File: src/rtl/mem_ctrl_if.sv
// Bus bundle between the pipeline (fetch + memory stages), the byte-wide RAM
// and mem_ctrl. The master side holds the requesters and the RAM; mem_ctrl is
// the slave that serialises word/half/byte accesses onto the RAM byte port.
interface mem_ctrl_if;
    logic        if_req;
    logic [31:0] if_pc;
    logic        if_clr;
    logic        if_done;
    logic [31:0] if_is;

    logic        mm_req;
    logic        mm_we;
    logic [31:0] mm_a;
    logic [1:0]  mm_sz;
    logic [31:0] mm_wn;
    logic        mm_done;
    logic [31:0] mm_rn;

    logic [31:0] ram_a;
    logic        ram_wr;
    logic [7:0]  ram_dout;
    logic [7:0]  ram_din;

    modport master (
        output if_req, if_pc, if_clr, mm_req, mm_we, mm_a, mm_sz, mm_wn, ram_din,
        input  if_done, if_is, mm_done, mm_rn, ram_a, ram_wr, ram_dout
    );

    modport slave (
        input  if_req, if_pc, if_clr, mm_req, mm_we, mm_a, mm_sz, mm_wn, ram_din,
        output if_done, if_is, mm_done, mm_rn, ram_a, ram_wr, ram_dout
    );
endinterface

File: src/rtl/mem_ctrl.sv
// Memory controller: arbitrates instruction fetch and data access onto a
// byte-wide RAM with one-cycle read latency. Data access wins over fetch.
//
// state  | meaning
// IDLE   | no transfer; ram_a parked at 0; accepts mm first, then if
// IF_RD  | 4-byte fetch; cnt 0..4, byte cnt-1 captured when cnt>=1; if_clr aborts
// MM_RD  | 1/2/4-byte load; cnt 0..N, zero-extended result on mm_rn
// MM_WR  | 1/2/4-byte store; one byte written per cycle, cnt 0..N-1
module mem_ctrl (
    input  logic      clk,
    input  logic      rst,
    input  logic      rdy,
    mem_ctrl_if.slave bus
);
    typedef enum logic [1:0] {IDLE, IF_RD, MM_RD, MM_WR} state_t;

    state_t      state, state_nxt;
    logic [2:0]  cnt, cnt_nxt;
    logic [2:0]  len, len_nxt;
    logic [31:0] addr, addr_nxt;
    logic [31:0] wdata, wdata_nxt;
    logic [31:0] rbuf, rbuf_nxt;
    logic        if_done, if_done_nxt;
    logic        mm_done, mm_done_nxt;
    logic [31:0] if_is, if_is_nxt;
    logic [31:0] mm_rn, mm_rn_nxt;
    logic [31:0] rd_word;
    logic [1:0]  byte_sel;
    logic        mm_ok;
    logic        if_ok;

    function automatic logic [2:0] size_len(input logic [1:0] sz);
        case (sz)
            2'b00:   return 3'd1;
            2'b01:   return 3'd2;
            default: return 3'd4;
        endcase
    endfunction

    // Read byte arriving this cycle belongs to the address presented last cycle.
    assign byte_sel = cnt[1:0] - 2'd1;

    // Merge the incoming RAM byte into the partially assembled read word.
    always_comb begin
        rd_word = rbuf;
        rd_word[{byte_sel, 3'b000} +: 8] = bus.ram_din;
    end

    // Next-state, counter and result logic; everything holds while rdy is low.
    always_comb begin
        state_nxt   = state;
        cnt_nxt     = cnt;
        len_nxt     = len;
        addr_nxt    = addr;
        wdata_nxt   = wdata;
        rbuf_nxt    = rbuf;
        if_done_nxt = if_done;
        mm_done_nxt = mm_done;
        if_is_nxt   = if_is;
        mm_rn_nxt   = mm_rn;
        mm_ok       = 1'b0;
        if_ok       = 1'b0;
        if (rdy) begin
            if_done_nxt = 1'b0;
            mm_done_nxt = 1'b0;
            case (state)
                IDLE: begin
                    // A requester whose done is showing has not yet dropped req.
                    mm_ok = bus.mm_req && !mm_done;
                    if_ok = bus.if_req && !bus.if_clr && !if_done;
                    if (mm_ok) begin
                        state_nxt = bus.mm_we ? MM_WR : MM_RD;
                        addr_nxt  = bus.mm_a;
                        len_nxt   = size_len(bus.mm_sz);
                        wdata_nxt = bus.mm_wn;
                        cnt_nxt   = 3'd0;
                        rbuf_nxt  = 32'd0;
                    end else if (if_ok) begin
                        state_nxt = IF_RD;
                        addr_nxt  = bus.if_pc;
                        len_nxt   = 3'd4;
                        cnt_nxt   = 3'd0;
                        rbuf_nxt  = 32'd0;
                    end
                end
                IF_RD, MM_RD: begin
                    if (state == IF_RD && bus.if_clr) begin
                        state_nxt = IDLE;
                        cnt_nxt   = 3'd0;
                    end else begin
                        if (cnt != 3'd0) begin
                            rbuf_nxt = rd_word;
                        end
                        if (cnt == len) begin
                            state_nxt = IDLE;
                            cnt_nxt   = 3'd0;
                            if (state == IF_RD) begin
                                if_done_nxt = 1'b1;
                                if_is_nxt   = rd_word;
                            end else begin
                                mm_done_nxt = 1'b1;
                                mm_rn_nxt   = rd_word;
                            end
                        end else begin
                            cnt_nxt = cnt + 3'd1;
                        end
                    end
                end
                MM_WR: begin
                    if (cnt == len - 3'd1) begin
                        state_nxt   = IDLE;
                        cnt_nxt     = 3'd0;
                        mm_done_nxt = 1'b1;
                    end else begin
                        cnt_nxt = cnt + 3'd1;
                    end
                end
                default: begin
                    state_nxt = IDLE;
                    cnt_nxt   = 3'd0;
                end
            endcase
        end
    end

    // State register; reset drops any in-flight transfer without a done pulse.
    always_ff @(posedge clk) begin
        if (rst) begin
            state   <= IDLE;
            cnt     <= 3'd0;
            len     <= 3'd0;
            addr    <= 32'd0;
            wdata   <= 32'd0;
            rbuf    <= 32'd0;
            if_done <= 1'b0;
            mm_done <= 1'b0;
            if_is   <= 32'd0;
            mm_rn   <= 32'd0;
        end else begin
            state   <= state_nxt;
            cnt     <= cnt_nxt;
            len     <= len_nxt;
            addr    <= addr_nxt;
            wdata   <= wdata_nxt;
            rbuf    <= rbuf_nxt;
            if_done <= if_done_nxt;
            mm_done <= mm_done_nxt;
            if_is   <= if_is_nxt;
            mm_rn   <= mm_rn_nxt;
        end
    end

    // RAM port: address parked at 0 when idle or in reset, write gated by rdy.
    assign bus.ram_a    = (rst || state == IDLE) ? 32'd0 : addr + {29'd0, cnt};
    assign bus.ram_wr   = !rst && rdy && (state == MM_WR);
    assign bus.ram_dout = wdata[{cnt[1:0], 3'b000} +: 8];

    assign bus.if_done = if_done;
    assign bus.if_is   = if_is;
    assign bus.mm_done = mm_done;
    assign bus.mm_rn   = mm_rn;
endmodule

File: src/flat_wrapper.sv
// flat-port wrapper written by rule: the top's interface ports become plain ports
module mem_ctrl_flat 
  (clk, rst, rdy, bus_if_req, bus_if_pc, bus_if_clr, bus_mm_req, bus_mm_we, bus_mm_a, bus_mm_sz, bus_mm_wn, bus_ram_din, bus_if_done, bus_if_is, bus_mm_done, bus_mm_rn, bus_ram_a, bus_ram_wr, bus_ram_dout);
  mem_ctrl_if bus_i ();
  input  logic clk;
  input  logic rst;
  input  logic rdy;
  input wire logic [$bits(bus_i.if_req)-1:0] bus_if_req;
  input wire logic [$bits(bus_i.if_pc)-1:0] bus_if_pc;
  input wire logic [$bits(bus_i.if_clr)-1:0] bus_if_clr;
  input wire logic [$bits(bus_i.mm_req)-1:0] bus_mm_req;
  input wire logic [$bits(bus_i.mm_we)-1:0] bus_mm_we;
  input wire logic [$bits(bus_i.mm_a)-1:0] bus_mm_a;
  input wire logic [$bits(bus_i.mm_sz)-1:0] bus_mm_sz;
  input wire logic [$bits(bus_i.mm_wn)-1:0] bus_mm_wn;
  input wire logic [$bits(bus_i.ram_din)-1:0] bus_ram_din;
  output wire logic [$bits(bus_i.if_done)-1:0] bus_if_done;
  output wire logic [$bits(bus_i.if_is)-1:0] bus_if_is;
  output wire logic [$bits(bus_i.mm_done)-1:0] bus_mm_done;
  output wire logic [$bits(bus_i.mm_rn)-1:0] bus_mm_rn;
  output wire logic [$bits(bus_i.ram_a)-1:0] bus_ram_a;
  output wire logic [$bits(bus_i.ram_wr)-1:0] bus_ram_wr;
  output wire logic [$bits(bus_i.ram_dout)-1:0] bus_ram_dout;
  assign bus_i.if_req = bus_if_req;
  assign bus_i.if_pc = bus_if_pc;
  assign bus_i.if_clr = bus_if_clr;
  assign bus_i.mm_req = bus_mm_req;
  assign bus_i.mm_we = bus_mm_we;
  assign bus_i.mm_a = bus_mm_a;
  assign bus_i.mm_sz = bus_mm_sz;
  assign bus_i.mm_wn = bus_mm_wn;
  assign bus_i.ram_din = bus_ram_din;
  assign bus_if_done = bus_i.if_done;
  assign bus_if_is = bus_i.if_is;
  assign bus_mm_done = bus_i.mm_done;
  assign bus_mm_rn = bus_i.mm_rn;
  assign bus_ram_a = bus_i.ram_a;
  assign bus_ram_wr = bus_i.ram_wr;
  assign bus_ram_dout = bus_i.ram_dout;
  mem_ctrl u_core (.clk(clk), .rst(rst), .rdy(rdy), .bus(bus_i));
endmodule
File: config.mk
export PLATFORM = sky130hd
export DESIGN_NAME = mem_ctrl_flat
export DESIGN_NICKNAME = d
export VERILOG_FILES = /design/src/rtl/mem_ctrl_if.sv /design/src/rtl/mem_ctrl.sv /design/src/flat_wrapper.sv
export SDC_FILE = /design/constraint.sdc
export NUM_CORES = 1
export LEC_CHECK = 0
export ABC_AREA = 1
export BUFFER_PORTS_ARGS = -buffer_cell sky130_fd_sc_hd__buf_2
export CAP_MARGIN = 10
export CORE_UTILIZATION = 53
export DETAILED_ROUTE_END_ITERATION = 7
export PLACE_DENSITY = 0.87
export RECOVER_POWER = 50
export SYNTH_ARGS = -nofsm -noshare
export SYNTH_HDL_FRONTEND = slang
export SYNTH_SLANG_ARGS = --single-unit
File: constraint.sdc
create_clock -name clk -period 2.4 [get_ports clk]
set_clock_uncertainty 0.1 [all_clocks]
set_input_delay 0.12 -clock clk [delete_from_list [all_inputs] [get_ports clk]]
set_output_delay 0.12 -clock clk [all_outputs]
set_load 0.01 [all_outputs]
==> run metrics, run 1 <==
f_max 374 MHz; Final Instance Area 0.0116 sq mm; Clock Path Buffers 2; hold slack 112 ps; Setup crit start u_core.cnt[0]; max-cap violations 0; top cell type's share of synthesized area 0.405; largest area contributor in the netlist dfxtp_1; vias 10126; Initial Util 0.549; final-layout fill cell count 1131; Reg clk slew, reported paths 70 ps; post-synthesis sequential area ratio 0.405; initial antenna violation count 0; Worst setup SP type flop; Hold Path Class primary input to flop; Final ANT Viol Nets 0; total routed wirelength 30300 um; CP arrival 2460 ps; synthesized area per cell 6.90 sq um; detailed-placement wirelength estimate 17500 um; Placed Area 0.00960 sq mm; count of unique library cells instantiated by Yosys 38; R2R cell count 8; residual DRC count 0; Max VDD drop 0.526 mV; failing checks negative setup slack; I/O pin cnt 220; cell internal pwr 5.08 mW; first-pass GRT wire length 46200 um; max-slew violations 0; WL/cell 17.4 um; Post-synth EDFFs 0; Post-synth top cells nand2_1 (242), dfxtp_1 (170), nor2_1 (137); NumNets Final 1650; drt pass-1 iters 8; Avg Vias per Cell 5.80; CTS root buffer clkbuf_16; worst-skew pair later-pin latency 440 ps; H-Tree Depth 4; share of total power in sequential cells 0.429; IO buf count 219; Final Core Density 0.761; Psw 2.38 mW; capturing point of the worst reg2reg path u_core.len[0]; CTS tree built; R2R Setup Slk -60 ps; Slew @ Worst Pin 974 ps; CP required 2180 ps; Hold Path Sink u_core.len[1]; Setup TNS Final -2650 ps; worst flop-to-flop path startpoint u_core.state[0]; Cells after Synth 1218; flops & latches, synth 170; number of global-route vias before repair 9365; FFs w/ async S/R, synth 0; predominant post-synthesis flop cell dfxtp_1; gpl congestion 0.953; status finished with violations; Core ar. 0.0153 sq mm; combinational power share 0.212; chip height 128 um; CP max FO 3; Tcrit/Tclk final 1.12; final setup margin -277 ps; layout cells sized above 1 0.212; GRT Overall Usage 0.356; Remaining Overflow, GRT 0; Clock power frac 0.359; Leakage 4.67 nW; Synth Warn # 0; clock period minus worst slack 2680 ps; pwr dens 641 mW/mm^2; count leader, synth nand2_1; cts bufs inserted 17; worst min-delay path startpoint bus_if_req; Final Setup Violations 24; Post-Syn Area 0.00841 sq mm; Rel. slew slack 0.350; kind of critical path flop to primary output; clock sinks 170; top cells by area, synth dfxtp_1 (40%), nand2_1 (11%), a21oi_1 (6.8%); largest net degree at the start of global routing 73; switching share of power 0.319; Cell Rows 45; Net Count, Synth 1346; CP endpoint kind primary output; die width 128 um; RSZ-0062 raised after global routing yes; final hold vios 0; worst hold stages 6; number of DRC markers in iteration 0 1101; area grow syn2layout 38.6%; Die ar. 0.0164 sq mm; antenna diode instance count 0
-- critical path: stages, from the launching register on --
cell and delay (ps):
dfxtp_2 360, ha_4 150, inv_2 40, fa_2 350, inv_2 60, nand2_2 50, nand2_2 80, nor3b_4 220
inv_2 80, nor2_4 110, nand2_1 70, nand2_1 90, nand2_2 70, nor2_2 130, buf_2 150
-- flip-flops by register name (all words and copies together) (netlist names) --
register and count:
u_core.bus.mm_done 1, u_core.bus.if_is 32, u_core.wdata 32, u_core.bus.mm_rn 32
u_core.cnt 3, u_core.rbuf 32, u_core.state 2, u_core.len 3
u_core.bus.if_done 1, u_core.addr 32
-- metal layers --
metal / GRT usage / up-vias / wire length (um)
met1: 0.429 / 4636 / 11300
met5: 0 / - / 0
met2: 0.593 / 685 / 14500
li1: - / 4643 / -
met4: 0.211 / 0 / 1660
met3: 0.0680 / 162 / 2820
-- power groups by stage --
stage | Clock, mW | Combinational, mW | Sequential, mW
final | 2.68 | 1.58 | 3.20
after global routing | 2.80 | 1.71 | 3.22
after CTS | 2.66 | 1.44 | 3.18
after detailed placement | 0 | 1.28 | 3.24
after global placement | 0 | 1.26 | 3.23
after floorplan | 0 | 0.873 | 3.23
-- area by class of cell --
| cell class | instances | area (sq um) | share of cell area |
|---|---|---|---|
| Multi-Input combinational cell | 848 | 4530 | 0.389 |
| Sequential cell | 170 | 3420 | 0.293 |
| Timing Repair Buffer | 361 | 2390 | 0.205 |
| Clock buffer | 22 | 484 | 0.0416 |
| Inverter | 123 | 472 | 0.0405 |
| Tap cell | 211 | 264 | 0.0227 |
| Clock inverter | 10 | 83.8 | 0.00720 |
| Timing Repair inverter | 1 | 7.51 | 0.000644 |
-- how the worst max path moves through the flow --
stage,endpoint,slack (ps),cells after the start
after floorplan,bus_ram_a[30],90,12
after global placement,u_core.bus.if_is[19],150,8
after detailed placement,bus_ram_a[14],80,12
after CTS,bus_ram_a[30],-190,14
after global routing,bus_ram_a[26],-350,15
final,bus_ram_a[30],-280,14
-- logic make-up (layout without fill, tap and decap cells) --
kind of cell / after synthesis / count (layout) / share of synthesized area
DFF: 170 / 170 / 0.405
xor gates and xnor gates: 12 / 12 / 0.0125
AOI/OAI and AO/OA: 316 / 316 / 0.202
and+or+nand+nor: 504 / 505 / 0.251
adders and majority gates: 15 / 15 / 0.0232
buffers and inverters: 201 / 517 / 0.107
-- stage by stage --
stage	total power, mW	setup WS [ps]	std cells
after floorplan	4.11	87.7	1218
after global placement	4.49	148	1601
after detailed placement	4.52	75.7	1601
after CTS	7.28	-191	1738
after global routing	7.73	-352	1746
final	7.46	-277	1746
-- what timing repair did --
action / 4_1_cts / 5_1_grt
hold buffers: 101 / 0
gates cloned: 0 / 2
endpoints found under the hold margin: 69 / 0
setup buffers: 4 / 7
pin swaps: 8 / 9
resized for setup: 41 / 79
endpoints found under the setup margin: 21 / 131
-- cells in the final DEF (no fill, tap or decap), types with 11 or more instances in the layout --
master         instances
nand2_1              234
dfxtp_1              161
buf_2                152
nor2_1               124
a21oi_1              111
inv_1                109
dlygate4sd3_1        101
o21ai_0               87
nand3_1               81
clkbuf_1              68
o21ai_1               35
a31oi_1               33
buf_4                 32
o22ai_2               25
clkbuf_16             17
o22ai_1               15
nor3_1                12
nand4_1               11
Power figures use the tool's default switching activity.
==> inputs of run 2 (changes only) <==
--- a/config.mk
+++ b/config.mk
@@ -8,9 +8,9 @@
 export ABC_AREA = 1
 export BUFFER_PORTS_ARGS = -buffer_cell sky130_fd_sc_hd__buf_2
 export CAP_MARGIN = 10
-export CORE_UTILIZATION = 53
+export CORE_UTILIZATION = 57
 export DETAILED_ROUTE_END_ITERATION = 7
-export PLACE_DENSITY = 0.87
+export PLACE_DENSITY = 0.92
 export RECOVER_POWER = 50
 export SYNTH_ARGS = -nofsm -noshare
 export SYNTH_HDL_FRONTEND = slang
==> constraint.sdc (replaced) <==
create_clock -name clk -period 3.15 [get_ports clk]
set_clock_uncertainty 0.1 [all_clocks]
set_input_delay 0.1575 -clock clk [delete_from_list [all_inputs] [get_ports clk]]
set_output_delay 0.1575 -clock clk [all_outputs]
set_load 0.01 [all_outputs]
==> run 2 against run 1 <==
Against the previous run: the run now ends clean; combinational power down 30%; power down 27%; global-route usage up 0.32 points; sequential power down 24%; non-clock buffer count down 26; largest power group unchanged.
==> run metrics, run 2 (synthesized netlist as in run 1, its figures left out) <==
Placed Area 0.00943 sq mm (-1.9%); status finished, final reports clean; Max VDD drop 0.456 mV (-13%); Worst setup SP type flop; first-pass GRT wire length 42900 um (-7.1%); Final ANT Viol Nets 0 (unchanged); Final Instance Area 0.0109 sq mm (-6.7%); IO buf count 219 (unchanged); final hold vios 0 (unchanged); Setup crit start u_core.cnt[1]; Reg clk slew, reported paths 70 ps (about the same); layout cells sized above 1 0.133 (-0.0796); Core ar. 0.0145 sq mm (-5.5%); CP arrival 2710 ps (+250 ps); area grow syn2layout 29.3%; H-Tree Depth 4 (unchanged); Hold Path Class primary input to flop; residual DRC count 0 (unchanged); clock period minus worst slack 2960 ps; vias 9716 (-4.0%); drt pass-1 iters 8 (unchanged); NumNets Final 1622 (-1.7%); CTS tree built; cts bufs inserted 17 (unchanged); Final Setup Violations 0 (-100%); Cell Rows 44 (-2.2%); clock sinks 170 (unchanged); f_max 337 MHz; R2R Setup Slk 270 ps (+330 ps); Initial Util 0.581 (+0.0317); CTS root buffer clkbuf_16; worst-skew pair later-pin latency 430 ps (about the same); R2R cell count 7 (-1); GRT Overall Usage 0.359 (+0.00317); I/O pin cnt 220 (unchanged); Remaining Overflow, GRT 0 (unchanged); total routed wirelength 27700 um (-8.7%); CP required 2890 ps (+710 ps); worst flop-to-flop path startpoint u_core.cnt[0]; commonest non-fill, non-tap cell in the layout nand2_1; max-slew violations 0 (unchanged); Clock Path Buffers 2 (unchanged); WL/cell 16.4 um (-5.7%); Rel. slew slack 0.0888 (-0.261); antenna diode instance count 0 (unchanged); chip height 123 um (-3.5%); Tcrit/Tclk final 0.941; gpl congestion 1.02 (+6.6%); die width 123 um (-3.5%); CP max FO 11 (+8); Slew @ Worst Pin 1370 ps (+392 ps); number of global-route vias before repair 8976 (-4.2%); Leakage 4.41 nW (-5.5%); hold slack 19.1 ps (-92.5 ps); max-cap violations 0 (unchanged); number of DRC markers in iteration 0 1041 (-5.4%); Die ar. 0.0152 sq mm (-6.9%); capturing point of the worst reg2reg path u_core.bus.if_is[27]; Setup crit end bus_ram_a[14]; commonest non-fill, non-tap cells in the layout nand2_1 (242), dfxtp_1 (169), buf_2 (140), nor2_1 (138), inv_1 (115); initial antenna violation count 1 (+1); kind of critical path flop to primary output; Avg Vias per Cell 5.75 (-0.87%); pwr dens 503 mW/mm^2 (-22%); detailed-placement wirelength estimate 16900 um (-3.5%); largest net degree at the start of global routing 66 (-9.6%); number of setup buffers added after CTS 0 (-4); CP endpoint kind primary output
run 2: changes by cell type in the layout (fill, tap and decap cells not counted), sizes merged:
cell and delta:
clkinv +7, inv -1, nand3 -1, buf -38
clkinvlp -6, clkbuf +10
run 2: cell type report:
class,instances,area [sq um]
multi-input combinational,847,4110
fill,1088,3610
sequential,170,3400
timing repair buffer,335,2130
inverter,123,468
clock buffer,20,457
tap,184,230
clock inverter,11,72.6
run 2: routing by layer:
metal / up-vias / share of wire / global-route usage
li1: 4574 / - / -
met1: 4386 / 0.39 / 0.423
met2: 626 / 0.48 / 0.609
met3: 128 / 0.091 / 0.0664
met4: 2 / 0.046 / 0.210
met5: - / 0.00036 / 0
run 2: what timing repair did:
item,in CTS,in global routing
hold buffers,101,0
resized for setup,0,4
endpoints found under the hold margin,75,0
endpoints found under the setup margin,0,12
run 2: power breakdown:
part           total (mW)  internal (mW)  switching [mW]
logic                1.10          0.410           0.695
clock network        1.92           1.04           0.879
registers            2.44           2.31           0.128
total                5.46           3.76            1.70
run 2: through the flow:
stage	utilization	setup slack, ps	power (mW)	cells	TNS [ps]
floorplan	-	800	3.13	1218	0
global placement	0.651	600	3.39	1558	0
detailed placement	0.651	537	3.41	1558	0
CTS	0.757	51.0	5.42	1690	0
global route	0.751	-14.0	5.67	1690	-16.6
finish	0.751	185	5.46	1690	0
run 2: critical path: stages (launching register included):
cell      delay (ps)
dfxtp_2          450
clkinv_1         150
fa_1             440
inv_1             70
nand2_1           70
nand2_1          100
nor3b_4          240
inv_1            100
nor2_1           210
xor2_1           230
nor2_1            60
buf_2            160
run 2: how the worst min path moves through the flow:
stage             startpoint               end  slack, ps  cells after the start
2_1_floorplan   bus_mm_wn[0]   u_core.wdata[0]        190                      2
3_3_place_gp    bus_mm_wn[3]   u_core.wdata[3]        280                      3
3_5_place_dp   bus_mm_wn[23]  u_core.wdata[23]        290                      3
4_1_cts            bus_mm_we   u_core.state[0]         30                      5
5_1_grt            bus_mm_we   u_core.state[0]         60                      5
6_report           bus_mm_we   u_core.state[0]         20                      5
